`config.mk`:
```
export PLATFORM = sky130hd
export DESIGN_NAME = fp_align_seq
export DESIGN_NICKNAME = d
export VERILOG_FILES = /design/src/rtl/fp_align_pkg.sv /design/src/rtl/fp_rshift_sticky.sv /design/src/rtl/fp_align_seq.sv
export SDC_FILE = /design/constraint.sdc
export NUM_CORES = 1
export LEC_CHECK = 0
export ABC_CLOCK_PERIOD_IN_PS = 8300
export CORE_ASPECT_RATIO = 1.2
export CORE_MARGIN = 4
export CORE_UTILIZATION = 61
export DETAILED_ROUTE_END_ITERATION = 8
export GPL_TIMING_DRIVEN = 0
export PLACE_DENSITY_LB_ADDON = 0.05
export SYNTH_ARGS = -nofsm -noshare
export SYNTH_HDL_FRONTEND = slang
export SYNTH_HIERARCHICAL = 1
export SYNTH_SLANG_ARGS = --single-unit
```
`constraint.sdc`:
```
create_clock -name clk_i -period 8.3 [get_ports clk_i]
set_input_delay 2.49 -clock clk_i [delete_from_list [all_inputs] [get_ports clk_i]]
set_output_delay 2.49 -clock clk_i [all_outputs]
set_load 0.1 [all_outputs]
```
`src/rtl/fp_align_pkg.sv`:
```
// Shared widths, state encoding and constants for the operand-alignment path.
// Optional FP_ALIGN_FASTSHIFT_EN selects single-cycle barrel alignment in fp_align_seq.
package fp_align_pkg;

  localparam int unsigned EXP_W  = 8;
  localparam int unsigned FRAC_W = 23;
  localparam int unsigned GRS_W  = 3;
  localparam int unsigned MAN_W  = 1 + FRAC_W + GRS_W;
  localparam int unsigned SIG_W  = 1 + FRAC_W;
  localparam int unsigned OP_W   = 1 + EXP_W + FRAC_W;

  localparam logic [EXP_W-1:0] EXP_ALL_ONES = '1;

  typedef enum logic [1:0] {
    StIdle,
    StCmp,
    StShift,
    StDone
  } state_e;

endpackage

```
`src/rtl/fp_rshift_sticky.sv`:
```
// Right shift of a mantissa by amt_i with every shifted-out bit ORed into the LSB.
// Amounts at or beyond Width collapse the whole input into the sticky LSB.
module fp_rshift_sticky #(
  parameter int unsigned Width = 27,
  parameter int unsigned AmtW  = 8
) (
  input  logic [Width-1:0] data_i,
  input  logic [AmtW-1:0]  amt_i,
  output logic [Width-1:0] data_o
);

  logic sticky;

  always_comb begin
    sticky = 1'b0;
    for (int unsigned i = 0; i < Width; i++) begin
      if (32'(amt_i) > i) begin
        sticky = sticky | data_i[i];
      end
    end
    data_o    = data_i >> amt_i;
    data_o[0] = data_o[0] | sticky;
  end

endmodule

```
`src/rtl/fp_align_seq.sv`:
```
// Sequential exponent compare / mantissa alignment ahead of the FP adder.
// FP_ALIGN_FASTSHIFT_EN: align in CMP with a barrel shifter instead of iterating in SHIFT.
module fp_align_seq
  import fp_align_pkg::*;
(
  input  logic             clk_i,
  input  logic             rst_i,
  input  logic             in_valid_i,
  output logic             in_ready_o,
  input  logic [OP_W-1:0]  a_i,
  input  logic [OP_W-1:0]  b_i,
  output logic             out_valid_o,
  input  logic             out_ready_i,
  output logic             swap_o,
  output logic [EXP_W-1:0] exp_out_o,
  output logic [MAN_W-1:0] man_big_o,
  output logic [MAN_W-1:0] man_small_o,
  output logic             sign_big_o,
  output logic             sign_small_o,
  output logic             special_o,
  output logic             busy_o
);

  state_e             state_q, state_d;
  logic [OP_W-1:0]    a_q, a_d, b_q, b_d;
  logic               swap_q, swap_d;
  logic [EXP_W-1:0]   exp_q, exp_d;
  logic [MAN_W-1:0]   man_big_q, man_big_d, man_small_q, man_small_d;
  logic               sign_big_q, sign_big_d, sign_small_q, sign_small_d;
  logic               special_q, special_d;
`ifndef FP_ALIGN_FASTSHIFT_EN
  logic [EXP_W-1:0]   cnt_q, cnt_d;
`endif

  // Operand decode of the registered pair
  logic [EXP_W-1:0] exp_a, exp_b, eff_a, eff_b, eff_big, eff_small, diff_c;
  logic [SIG_W-1:0] sig_a, sig_b, sig_big, sig_small;
  logic             swap_c;
  logic [MAN_W-1:0] raw_small, shift_in, shift_out;

  always_comb begin
    exp_a     = a_q[OP_W-2 -: EXP_W];
    exp_b     = b_q[OP_W-2 -: EXP_W];
    eff_a     = (exp_a == '0) ? EXP_W'(1) : exp_a;
    eff_b     = (exp_b == '0) ? EXP_W'(1) : exp_b;
    sig_a     = {(exp_a != '0), a_q[FRAC_W-1:0]};
    sig_b     = {(exp_b != '0), b_q[FRAC_W-1:0]};
    swap_c    = (eff_b > eff_a) || ((eff_b == eff_a) && (sig_b > sig_a));
    eff_big   = swap_c ? eff_b : eff_a;
    eff_small = swap_c ? eff_a : eff_b;
    sig_big   = swap_c ? sig_b : sig_a;
    sig_small = swap_c ? sig_a : sig_b;
    diff_c    = eff_big - eff_small;
    raw_small = {sig_small, {GRS_W{1'b0}}};
  end

`ifdef FP_ALIGN_FASTSHIFT_EN
  assign shift_in = raw_small;
  fp_rshift_sticky #(
    .Width (MAN_W),
    .AmtW  (EXP_W)
  ) u_rshift (
    .data_i (shift_in),
    .amt_i  (diff_c),
    .data_o (shift_out)
  );
`else
  assign shift_in = man_small_q;
  fp_rshift_sticky #(
    .Width (MAN_W),
    .AmtW  (EXP_W)
  ) u_rshift (
    .data_i (shift_in),
    .amt_i  (EXP_W'(1)),
    .data_o (shift_out)
  );
`endif

  always_comb begin
    state_d      = state_q;
    a_d          = a_q;
    b_d          = b_q;
    swap_d       = swap_q;
    exp_d        = exp_q;
    man_big_d    = man_big_q;
    man_small_d  = man_small_q;
    sign_big_d   = sign_big_q;
    sign_small_d = sign_small_q;
    special_d    = special_q;
`ifndef FP_ALIGN_FASTSHIFT_EN
    cnt_d        = cnt_q;
`endif
    unique case (state_q)
      StIdle: begin
        if (in_valid_i) begin
          a_d     = a_i;
          b_d     = b_i;
          state_d = StCmp;
        end
      end
      StCmp: begin
        swap_d       = swap_c;
        exp_d        = eff_big;
        man_big_d    = {sig_big, {GRS_W{1'b0}}};
        sign_big_d   = swap_c ? b_q[OP_W-1] : a_q[OP_W-1];
        sign_small_d = swap_c ? a_q[OP_W-1] : b_q[OP_W-1];
        special_d    = (exp_a == EXP_ALL_ONES) || (exp_b == EXP_ALL_ONES);
`ifdef FP_ALIGN_FASTSHIFT_EN
        man_small_d  = shift_out;
        state_d      = StDone;
`else
        if (diff_c == '0) begin
          man_small_d = raw_small;
          state_d     = StDone;
        end else if (diff_c >= EXP_W'(MAN_W)) begin
          man_small_d = {{(MAN_W-1){1'b0}}, |raw_small};
          state_d     = StDone;
        end else begin
          man_small_d = raw_small;
          cnt_d       = diff_c;
          state_d     = StShift;
        end
`endif
      end
`ifndef FP_ALIGN_FASTSHIFT_EN
      StShift: begin
        man_small_d = shift_out;
        cnt_d       = cnt_q - EXP_W'(1);
        if (cnt_q == EXP_W'(1)) begin
          state_d = StDone;
        end
      end
`endif
      StDone: begin
        if (out_ready_i) begin
          state_d = StIdle;
        end
      end
      default: state_d = StIdle;
    endcase
  end

  always_ff @(posedge clk_i or posedge rst_i) begin
    if (rst_i) begin
      state_q      <= StIdle;
      a_q          <= '0;
      b_q          <= '0;
      swap_q       <= 1'b0;
      exp_q        <= '0;
      man_big_q    <= '0;
      man_small_q  <= '0;
      sign_big_q   <= 1'b0;
      sign_small_q <= 1'b0;
      special_q    <= 1'b0;
`ifndef FP_ALIGN_FASTSHIFT_EN
      cnt_q        <= '0;
`endif
    end else begin
      state_q      <= state_d;
      a_q          <= a_d;
      b_q          <= b_d;
      swap_q       <= swap_d;
      exp_q        <= exp_d;
      man_big_q    <= man_big_d;
      man_small_q  <= man_small_d;
      sign_big_q   <= sign_big_d;
      sign_small_q <= sign_small_d;
      special_q    <= special_d;
`ifndef FP_ALIGN_FASTSHIFT_EN
      cnt_q        <= cnt_d;
`endif
    end
  end

  // swap/exp_out are shown combinationally during CMP so the muxes can steer immediately
  assign swap_o       = (state_q == StCmp) ? swap_c : swap_q;
  assign exp_out_o    = (state_q == StCmp) ? eff_big : exp_q;
  assign man_big_o    = man_big_q;
  assign man_small_o  = man_small_q;
  assign sign_big_o   = sign_big_q;
  assign sign_small_o = sign_small_q;
  assign special_o    = special_q;
  assign in_ready_o   = (state_q == StIdle);
  assign out_valid_o  = (state_q == StDone);
  assign busy_o       = (state_q != StIdle);

endmodule
```
==> results of run 1 <==
[kinds of logic after synthesis]
| logic type | count (synthesis) | share of synthesized area [%] |
|---|---|---|
| buffers and inverters | 145 | 5.97 |
| XOR/XNOR | 3 | 0.340 |
| adder cells (fa/ha/maj) | 38 | 4.78 |
| flip-flops | 137 | 34.5 |
| AND/OR/NAND/NOR | 371 | 17.6 |
| AO/OA/AOI/OAI | 269 | 18.7 |
| multiplexers | 148 | 18.1 |
| other | 2 | 0.0755 |
[stage by stage]
stage / cells / utilization, % / setup slack (ps) / cell area (µm²)
floorplan: 1147 / - / 938 / 10100
global placement: 1488 / 73.7 / 148 / 11700
detailed placement: 1489 / 73.9 / 28.5 / 11700
CTS: 1521 / 77.6 / 12.1 / 12300
global route: 1521 / 77.6 / 136 / 12300
finish: 1521 / 77.6 / 311 / 12300
[state kept, by name (all words and copies together), names as in the netlist]
register	flops
special_o	1
a_q	32
man_small_o	27
man_big_o	24
b_q	32
swap_q	1
exp_q	8
cnt_q	8
state_q	2
sign_small_o	1
sign_big_o	1
[cell type report]
cell class | instances | share of cell area (%)
multi-input cells | 865 | 49.3
flip-flops and latches | 137 | 27.9
repair buffers | 134 | 11.0
clock buffers | 17 | 3.46
plain buffers | 89 | 3.16
well taps | 208 | 2.12
inverters | 56 | 1.75
clock inverters | 15 | 1.24
[repair_timing]
action | in CTS | in global routing
hold buffers | 0 | 0
setup endpoints to repair | 8 | 9
resized for setup | 18 | 12
pin swaps | 0 | 0
[routing by layer]
metal | part of all wire [%] | GRT usage [%] | up-vias
li1 | - | - | 4424
met1 | 36 | 47.3 | 4924
met2 | 47 | 64.2 | 834
met3 | 9.7 | 8.13 | 244
met4 | 7.0 | 23.0 | 0
met5 | 0 | 0 | -
[final timing paths]
| kind | to | slack, ps | cells past startpoint |
|---|---|---|---|
| worst max-delay path | exp_out_o[0] | 310 | 13 |
| worst min-delay path | exp_q[0]$_DFF_PP0_ | 540 | 1 |
| worst max register to register | man_small_o[5]$_DFFE_PP0P_ | 1400 | 22 |
| worst min register to register | exp_q[0]$_DFF_PP0_ | 540 | 1 |
| max in group asynchronous | b_q[22]$_DFFE_PP0P_ | 5010 | 3 |
| min in group asynchronous | b_q[13]$_DFFE_PP0P_ | 2520 | 2 |
[cells in the final DEF, fill, tap and decap left out, types with 9 or more instances in the layout]
cell type,instances
clkbuf_1,57
nand4_1,18
a211oi_1,9
inv_1,53
mux4_2,18
buf_2,10
nand2_1,57
mux2_2,72
clkdlybuf4s50_1,124
buf_1,12
clkbuf_16,17
or3_1,9
nor3_1,24
o21ai_0,30
nor4_1,9
ha_1,38
mux2i_1,58
nor2_1,179
conb_1,36
dfrtp_1,137
nand3_1,22
a31oi_1,9
a21oi_1,97
a221oi_1,28
[worst reg2reg max path, cell delays in order, from the launching register on]
cell	delay, ps
dfrtp_1	470
nor4_4	370
a21oi_2	160
ha_1	400
and4_1	220
nand3_1	190
o31ai_2	450
a2bb2oi_2	380
clkbuf_1	500
clkbuf_2	390
clkbuf_1	440
a21oi_1	160
ha_1	220
a221o_1	300
and3_1	190
a211oi_1	220
xnor2_1	230
o2111ai_1	230
and3_1	220
buf_2	180
buf_2	210
a221oi_1	530
nor2_1	90
==> results.py, run 1 <==
metrics = {
    "detailed_routing": {
        "wirelength_um": 36300,
        "firstDrtPassIters": 7,
        "route.vias.total": 10400,
        "first_iter_violations": 1330,
        "drc": 0,
        "final_antenna_net_count": 0,
        "vias_per_cell": 6.85,
        "wl_per_cell_um": 23.9,
    },
    "yosys": {
        "yosys.area.top_type": "dfrtp_1",
        "syn_avg_cell_area_um2": 8.94,
        "synth_area_um2": 9950,
        "syn_inst": 1113,
        "synth_area_leaders": "dfrtp_1 (34%), mux2_2 (8.1%), nor2_1 (6.8%), mux2i_1 (5.8%), a21oi_1 (4.9%)",
        "async_flop_share_pct": 100,
        "synth.top_cell.area_share_pct": 34.5,
        "synth-main-ff-cell": "dfrtp_1",
        "ys_seq_area_share_pct": 34.5,
        "synthTopCellsByCount": "nor2_1 (179), dfrtp_1 (137), a21oi_1 (97)",
        "ys_ff_latch": 137,
        "synth_edf_count": 0,
        "yosysMostFrequentCell": "nor2_1",
        "ys_types": 81,
        "ys_warn_count": 6,
    },
    "floorplanning": {
        "top_level_ports": 137,
        "core_area_um2": 15800,
        "initial_core_util_pct": 62.9,
        "die_w_um": 125,
        "rows": 50,
        "die_height_um": 148,
        "dieArea_um2": 18400,
    },
    "clocking": {
        "cts_setup_buffers": 0,
        "clk_latency_ps": 440,
        "cts_buffers": 17,
        "cts_buffer_depth": 2,
        "cts.sinks": 137,
        "cts_root_buffer": "clkbuf_16",
        "htreeDepth": 4,
        "path_clk_slew_ps": 70,
        "cts_tree": "built",
    },
    "critical_path": {
        "crit_path_max_fanout": 10,
        "arrival_ps": 5500,
        "path_common_cell": "clkbuf_2",
        "worstPathCellList": "nor4_4 -> a21oi_2 -> ha_1 -> and4_1 -> nand3_1 -> o31ai_2 -> a2bb2oi_2 -> clkbuf_1 -> clkbuf_2 -> clkbuf_2 -> o21ai_0 -> mux2_2 -> dlygate4sd2_1",
        "cp_slowest_cell": "dlygate4sd2_1",
        "start_kind": "flip-flop",
        "cp.required_ps": 5810,
        "reg2reg_from": "b_q[27]$_DFFE_PP0P_",
        "setup.worst_path.start": "b_q[27]$_DFFE_PP0P_",
        "endpoint_kind": "output pin",
        "critPathTopFamily": "buffers and inverters",
        "crit_path_max_incr_delay_ps": 610,
        "worst-setup-path-type": "reg2out",
        "worst-path-buf-inv": 4,
    },
    "cells_and_area": {
        "drive_above_1_share_pct": 13.4,
        "regArea_um2": 3430,
        "fill_cells": 1036,
        "nNetsFinal": 1406,
        "synthToLayoutAreaGrowth_pct": 23.4,
        "diodes": 0,
        "multi_input_area_um2": 6050,
    },
    "sta": {
        "report.final.hold_viol_count": 0,
        "final.period_utilization_pct": 96.3,
        "holdWs_ps": 536,
        "tns_ps": 0,
        "fmax_mhz": 125,
        "worstMarginPinSlew_ps": 994,
        "slew_violations": 0,
        "fin_skew_ps": 10.0,
        "setup_viol": 0,
        "maxSlewHeadroom_pct": 33.5,
        "timing.final.crit_period_ps": 7990,
        "rsz0062_at_grt": "false",
    },
    "placement": {
        "dp_hpwl_um": 25100,
        "gp_congestion": 0.993,
        "port_buffers": 133,
    },
    "outcome": {
        "run_status": "complete, no violations",
    },
    "min_path": {
        "hold_class": "reg2reg",
        "min_from": "exp_q[0]$_DFF_PP0_",
    },
    "grt": {
        "grt.overflow.total": 0,
        "grt_use_total_pct": 38.9,
        "grt_pass1_vias": 10300,
        "grt_first_pass_wirelength_um": 56800,
        "grt_max_degree": 71,
        "antenna_found_initial": 0,
    },
    "job": {
        "cap_violations": 0,
    },
}
Power of run 1 is not shown: default switching activity piles up to over one toggle a cycle in this logic, so the estimate is an artifact.
==> run 2, diff against run 1 <==
GPL_TIMING_DRIVEN = default   (was 0)
REMOVE_ABC_BUFFERS = 1   (was default)
==> results.py, run 2 (synthesis gave the netlist of run 1 again) <==
metrics = {
    "outcome": {
        "run_status": "complete, no violations",
    },
    "critical_path": {
        "start_kind": "flip-flop",
        "crit_path_max_incr_delay_ps": 1170,
        "cp_slowest_cell": "clkdlybuf4s50_1",
        "arrival_ps": 4810,
        "worstPathCellList": "nor4_1 -> a21o_1 -> ha_1 -> nor2b_1 -> a21boi_1 -> o21ai_1 -> and2_1 -> a2bb2oi_4 -> mux2i_1 -> a21oi_1 -> clkdlybuf4s50_1",
        "cp.required_ps": 5810,
        "endpoint_kind": "output pin",
        "worst-setup-path-type": "reg2out",
        "crit_path_max_fanout": 15,
    },
    "clocking": {
        "cts_buffers": 17,
        "cts_root_buffer": "clkbuf_16",
        "htreeDepth": 4,
        "cts_setup_buffers": 0,
        "cts_resized": 0,
        "cts_buffer_depth": 2,
        "path_clk_slew_ps": 60,
        "cts.sinks": 137,
        "cts_tree": "built",
        "clk_latency_ps": 420,
        "cts_hold_buf": 0,
    },
    "cells_and_area": {
        "layout.cells.most_common": "nor2_1",
        "synthToLayoutAreaGrowth_pct": 19.8,
        "drive_above_1_share_pct": 12.6,
        "final_cell_mix": "nor2_1 (179), dfrtp_1 (137), clkdlybuf4s50_1 (133)",
        "nNetsFinal": 1321,
        "diodes": 0,
    },
    "floorplanning": {
        "die_height_um": 148,
        "initial_core_util_pct": 62.9,
        "core_area_um2": 15800,
        "die_w_um": 125,
        "dieArea_um2": 18400,
        "rows": 50,
        "top_level_ports": 137,
    },
    "sta": {
        "timing.final.crit_period_ps": 7300,
        "setup_ws_ps": 1000,
        "fin_skew_ps": 9.60,
        "slew_violations": 0,
        "setup_viol": 0,
        "fmax_mhz": 137,
        "report.final.hold_viol_count": 0,
        "final.period_utilization_pct": 87.9,
        "rsz0062_at_grt": "false",
        "maxSlewHeadroom_pct": 19.8,
        "worstMarginPinSlew_ps": 1200,
    },
    "detailed_routing": {
        "firstDrtPassIters": 6,
        "final_antenna_net_count": 0,
        "drc": 0,
        "first_iter_violations": 961,
        "vias_per_cell": 6.41,
        "route.vias.total": 9192,
        "wirelength_um": 29100,
        "wl_per_cell_um": 20.3,
    },
    "placement": {
        "dp_slack_ps": 1520,
        "dp_hpwl_um": 20300,
        "gp_congestion": 0.893,
        "port_buffers": 133,
    },
    "grt": {
        "grt_use_total_pct": 31.2,
        "grt_pass1_vias": 8871,
        "grt_max_degree": 79,
        "antenna_found_initial": 0,
        "grt_first_pass_wirelength_um": 47000,
        "grt.overflow.total": 0,
    },
    "min_path": {
        "hold_class": "reg2reg",
    },
    "job": {
        "cap_violations": 0,
    },
}
-- run 2: cell types whose count changed in the layout (fill, tap and decap cells not counted), sizes merged --
cell,previous run,this run
clkdlybuf4s15,5,0
dlymetal6s2s,1,0
clkinv,1,9
dlygate4sd2,1,0
clkinvlp,3,1
inv,66,56
bufinv,1,2
clkbuf,79,19
buf,30,5
clkdlybuf4s50,124,133
-- run 2: worst max-delay path: cells and delay by family (launching register included) --
kind	cells	cell delay (ps)
muxes	1	150
AOI/OAI and AO/OA	5	1230
buffers and inverters	1	1170
and+or+nand+nor	3	970
DFF	1	550
adders and majority gates	1	310
-- run 2: final timing paths --
check / startpoint / endpoint / slack [ps] / depth (start not counted)
max reg2reg: a_q[24]$_DFFE_PP0P_ / cnt_q[2]$_DFFE_PP0P_ / 1740 / 19
max in group asynchronous: rst_i / b_q[5]$_DFFE_PP0P_ / 4520 / 3
min: exp_q[0]$_DFF_PP0_ / exp_q[0]$_DFF_PP0_ / 500 / 1
min in group asynchronous: rst_i / man_big_o[24]$_DFFE_PP0N_ / 2550 / 2
max: a_q[24]$_DFFE_PP0P_ / exp_out_o[1] / 1000 / 11
min reg2reg: exp_q[0]$_DFF_PP0_ / exp_q[0]$_DFF_PP0_ / 500 / 1
-- run 2: final cells by class --
cell class	instances	area (µm²)
repair buffers	138	1370
flip-flops and latches	137	3430
well taps	208	260
fillers	1191	3910
clock buffers	19	443
clock inverters	12	128
inverters	56	215
multi-input cells	865	6070
-- run 2: layer usage --
layer | wire length, µm | track usage, %
met2 | 14300 | 52.9
met4 | 1130 | 13.6
met1 | 11800 | 40.0
met5 | 0 | 0
met3 | 1890 | 4.55
-- run 2: metrics by stage --
stage / area [µm²] / hold slack, ps / TNS (ps) / util [%] / std cells
CTS: 11900 / 503 / 0 / 75.3 / 1435
global placement: 11300 / 486 / 0 / 71.7 / 1404
floorplan: 9690 / 501 / -2200 / - / 1058
detailed placement: 11300 / 487 / 0 / 71.7 / 1404
global route: 11900 / 514 / 0 / 75.3 / 1435
finish: 11900 / 498 / 0 / 75.3 / 1435
Power of run 2 is left out for the same reason.
==> run 3, diff against run 2 <==
ABC_AREA = 1   (was default)
ABC_CLOCK_PERIOD_IN_PS = 9280   (was 8300)
HOLD_SLACK_MARGIN = 0.02   (was default)
clock period = 9.28 ns   (was 8.3 ns; I/O delays follow)
==> results.py, run 3 <==
metrics = {
    "outcome": {
        "run_status": "complete, no violations",
    },
    "sta": {
        "timing.final.crit_period_ps": 7740,
        "rsz0062_at_grt": "false",
        "setup_ws_ps": 1540,
        "setup_viol": 0,
        "fin_skew_ps": 9.93,
        "fmax_mhz": 129,
        "worstMarginPinSlew_ps": 1030,
        "report.final.hold_viol_count": 0,
        "final.period_utilization_pct": 83.4,
        "maxSlewHeadroom_pct": 31.5,
        "slew_violations": 0,
        "tns_ps": 0,
    },
    "detailed_routing": {
        "wl_per_cell_um": 18.2,
        "drc": 0,
        "wirelength_um": 32500,
        "first_iter_violations": 1149,
        "vias_per_cell": 5.93,
        "final_antenna_net_count": 0,
        "firstDrtPassIters": 6,
        "route.vias.total": 10600,
    },
    "critical_path": {
        "rr_worst_depth": 26,
        "cp.required_ps": 6500,
        "start_kind": "flip-flop",
        "path_common_cell": "nand2_1",
        "worstPathCellList": "nor4_1 -> nand3_1 -> ha_1 -> nand2_1 -> nor2_1 -> nand2_1 -> nor2_1 -> nand2_1 -> nand3_1 -> nand2_1 -> nand2_4 -> nand2_8 -> inv_1 -> buf_4 -> nor2_1 -> o21ai_0 -> clkdlybuf4s50_1",
        "arrival_ps": 4960,
        "cp_slowest_cell": "clkdlybuf4s50_1",
        "cp.depth": 17,
        "worst-path-buf-inv": 3,
        "worst-setup-path-type": "reg2out",
        "crit_path_max_fanout": 82,
        "crit_path_max_incr_delay_ps": 1190,
        "endpoint_kind": "output pin",
        "critPathTopFamily": "simple AND/OR/NAND/NOR gates",
    },
    "clocking": {
        "cts_setup_buffers": 0,
        "htreeDepth": 4,
        "clk_latency_ps": 430,
        "path_clk_slew_ps": 60,
        "cts_hold_buf": 0,
        "cts.sinks": 137,
        "cts_root_buffer": "clkbuf_16",
        "cts_buffer_depth": 2,
        "cts_buffers": 17,
        "cts_tree": "built",
        "cts_resized": 0,
    },
    "cells_and_area": {
        "diodes": 0,
        "final_cell_mix": "nand2_1 (341), nand3_1 (188), nor2_1 (166)",
        "nNetsFinal": 1668,
        "drive_above_1_share_pct": 7.56,
        "fill_cells": 1248,
        "multi_input_area_um2": 5610,
        "layout.cells.non_filler": 1783,
        "synthToLayoutAreaGrowth_pct": 18.6,
        "layout.cells.most_common": "nand2_1",
        "regArea_um2": 3430,
    },
    "yosys": {
        "ys_types": 49,
        "yosys.area.top_type": "dfrtp_1",
        "async_flop_share_pct": 100,
        "ys_seq_area_share_pct": 34.5,
        "ys_ff_latch": 137,
        "synth-main-ff-cell": "dfrtp_1",
        "synth_area_um2": 9940,
        "syn_avg_cell_area_um2": 6.78,
        "syn_inst": 1466,
        "synth_area_leaders": "dfrtp_1 (34%), nand2_1 (13%), nand3_1 (9.5%), nor2_1 (6.3%), o21ai_0 (5.6%)",
        "synth.top_cell.area_share_pct": 34.5,
        "synth_edf_count": 0,
        "yosysMostFrequentCell": "nand2_1",
        "synthTopCellsByCount": "nand2_1 (342), nand3_1 (188), nor2_1 (166)",
        "ys_warn_count": 6,
    },
    "floorplanning": {
        "top_level_ports": 137,
        "dieArea_um2": 18400,
        "initial_core_util_pct": 62.8,
        "core_area_um2": 15800,
        "die_w_um": 125,
        "die_height_um": 148,
        "rows": 50,
    },
    "placement": {
        "port_buffers": 133,
        "dp_hpwl_um": 22800,
        "dp_slack_ps": 2000,
        "dp_cells": 1751,
        "gp_congestion": 0.993,
    },
    "grt": {
        "grt.overflow.total": 0,
        "antenna_found_initial": 0,
        "grt_pass1_vias": 10400,
        "grt_max_degree": 104,
        "grt_first_pass_wirelength_um": 52300,
        "grt_use_total_pct": 35.2,
    },
    "min_path": {
        "holdPathStages": 2,
        "hold_class": "reg2reg",
    },
    "job": {
        "cap_violations": 0,
    },
}
==> run 3: area by class of cell <==
class / instances / area share [%]
Multi-Input combinational cell: 1117 / 47.6
Sequential cell: 137 / 29.1
Inverter: 149 / 4.81
Timing Repair Buffer: 140 / 11.7
Clock inverter: 14 / 0.987
Clock buffer: 18 / 3.64
Tap cell: 208 / 2.21
==> run 3: per-stage QoR <==
stage	hold slack (ps)	utilization [%]	cell area, µm²
floorplan	442	-	9590
global placement	456	71.1	11200
detailed placement	469	71.1	11200
CTS	485	74.5	11800
global route	516	74.5	11800
finish	487	74.5	11800
==> run 3: worst reg2reg max path, stage by stage (launching register included) <==
cell and delay (ps):
dfrtp_1 410, nor4_1 340, nand3_1 230, ha_1 350
nand2_1 70, nor2_1 140, nand2_1 80, nor2_1 150
nand2_1 80, nand3_1 70, nand2_1 110, nand2_4 140
nand2_8 270, nand2_2 200, nand3_2 110, ha_1 210
inv_1 80, nand2_1 80, nand2_1 100, nand3_1 110
nand2_1 110, nand3b_1 100, nand2_2 130, nand3_4 290
nor2_2 190, nand3_1 140, nand3_1 120
==> run 3: worst paths after layout <==
kind                                     startpoint                         end  slack (ps)
hold reg to reg            man_big_o[9]$_DFFE_PP0N_    man_big_o[9]$_DFFE_PP0N_         490
min in group asynchronous                     rst_i      state_q[1]$_DFFE_PP0P_        2770
setup reg to reg                b_q[27]$_DFFE_PP0P_  man_small_o[7]$_DFFE_PP0P_        4830
setup / recovery                b_q[27]$_DFFE_PP0P_                exp_out_o[1]        1540
max in group asynchronous                     rst_i   man_big_o[11]$_DFFE_PP0N_        5060
hold / removal             man_big_o[9]$_DFFE_PP0N_    man_big_o[9]$_DFFE_PP0N_         490
==> run 3: layer usage <==
layer	vias to the layer above	wire length, µm	track usage (%)
met2	525	15500	58.4
li1	4987	-	-
met5	-	0	0
met1	4947	13100	44.8
met3	123	2100	4.66
met4	0	1790	19.1
==> run 3: logic make-up (layout without fill, tap and decap cells) <==
family                   Yosys count  in the layout  share of synthesized area, %
other                              2             20                        0.0755
XOR/XNOR                           2              2                         0.176
AND/OR/NAND/NOR                  798            798                          36.4
adder cells (fa/ha/maj)           38             38                          4.78
flip-flops                       137            137                          34.5
AO/OA/AOI/OAI                    257            257                          14.0
buffers and inverters            230            321                          9.85
multiplexers                       2              2                         0.227
Power of run 3 is left out for the same reason.
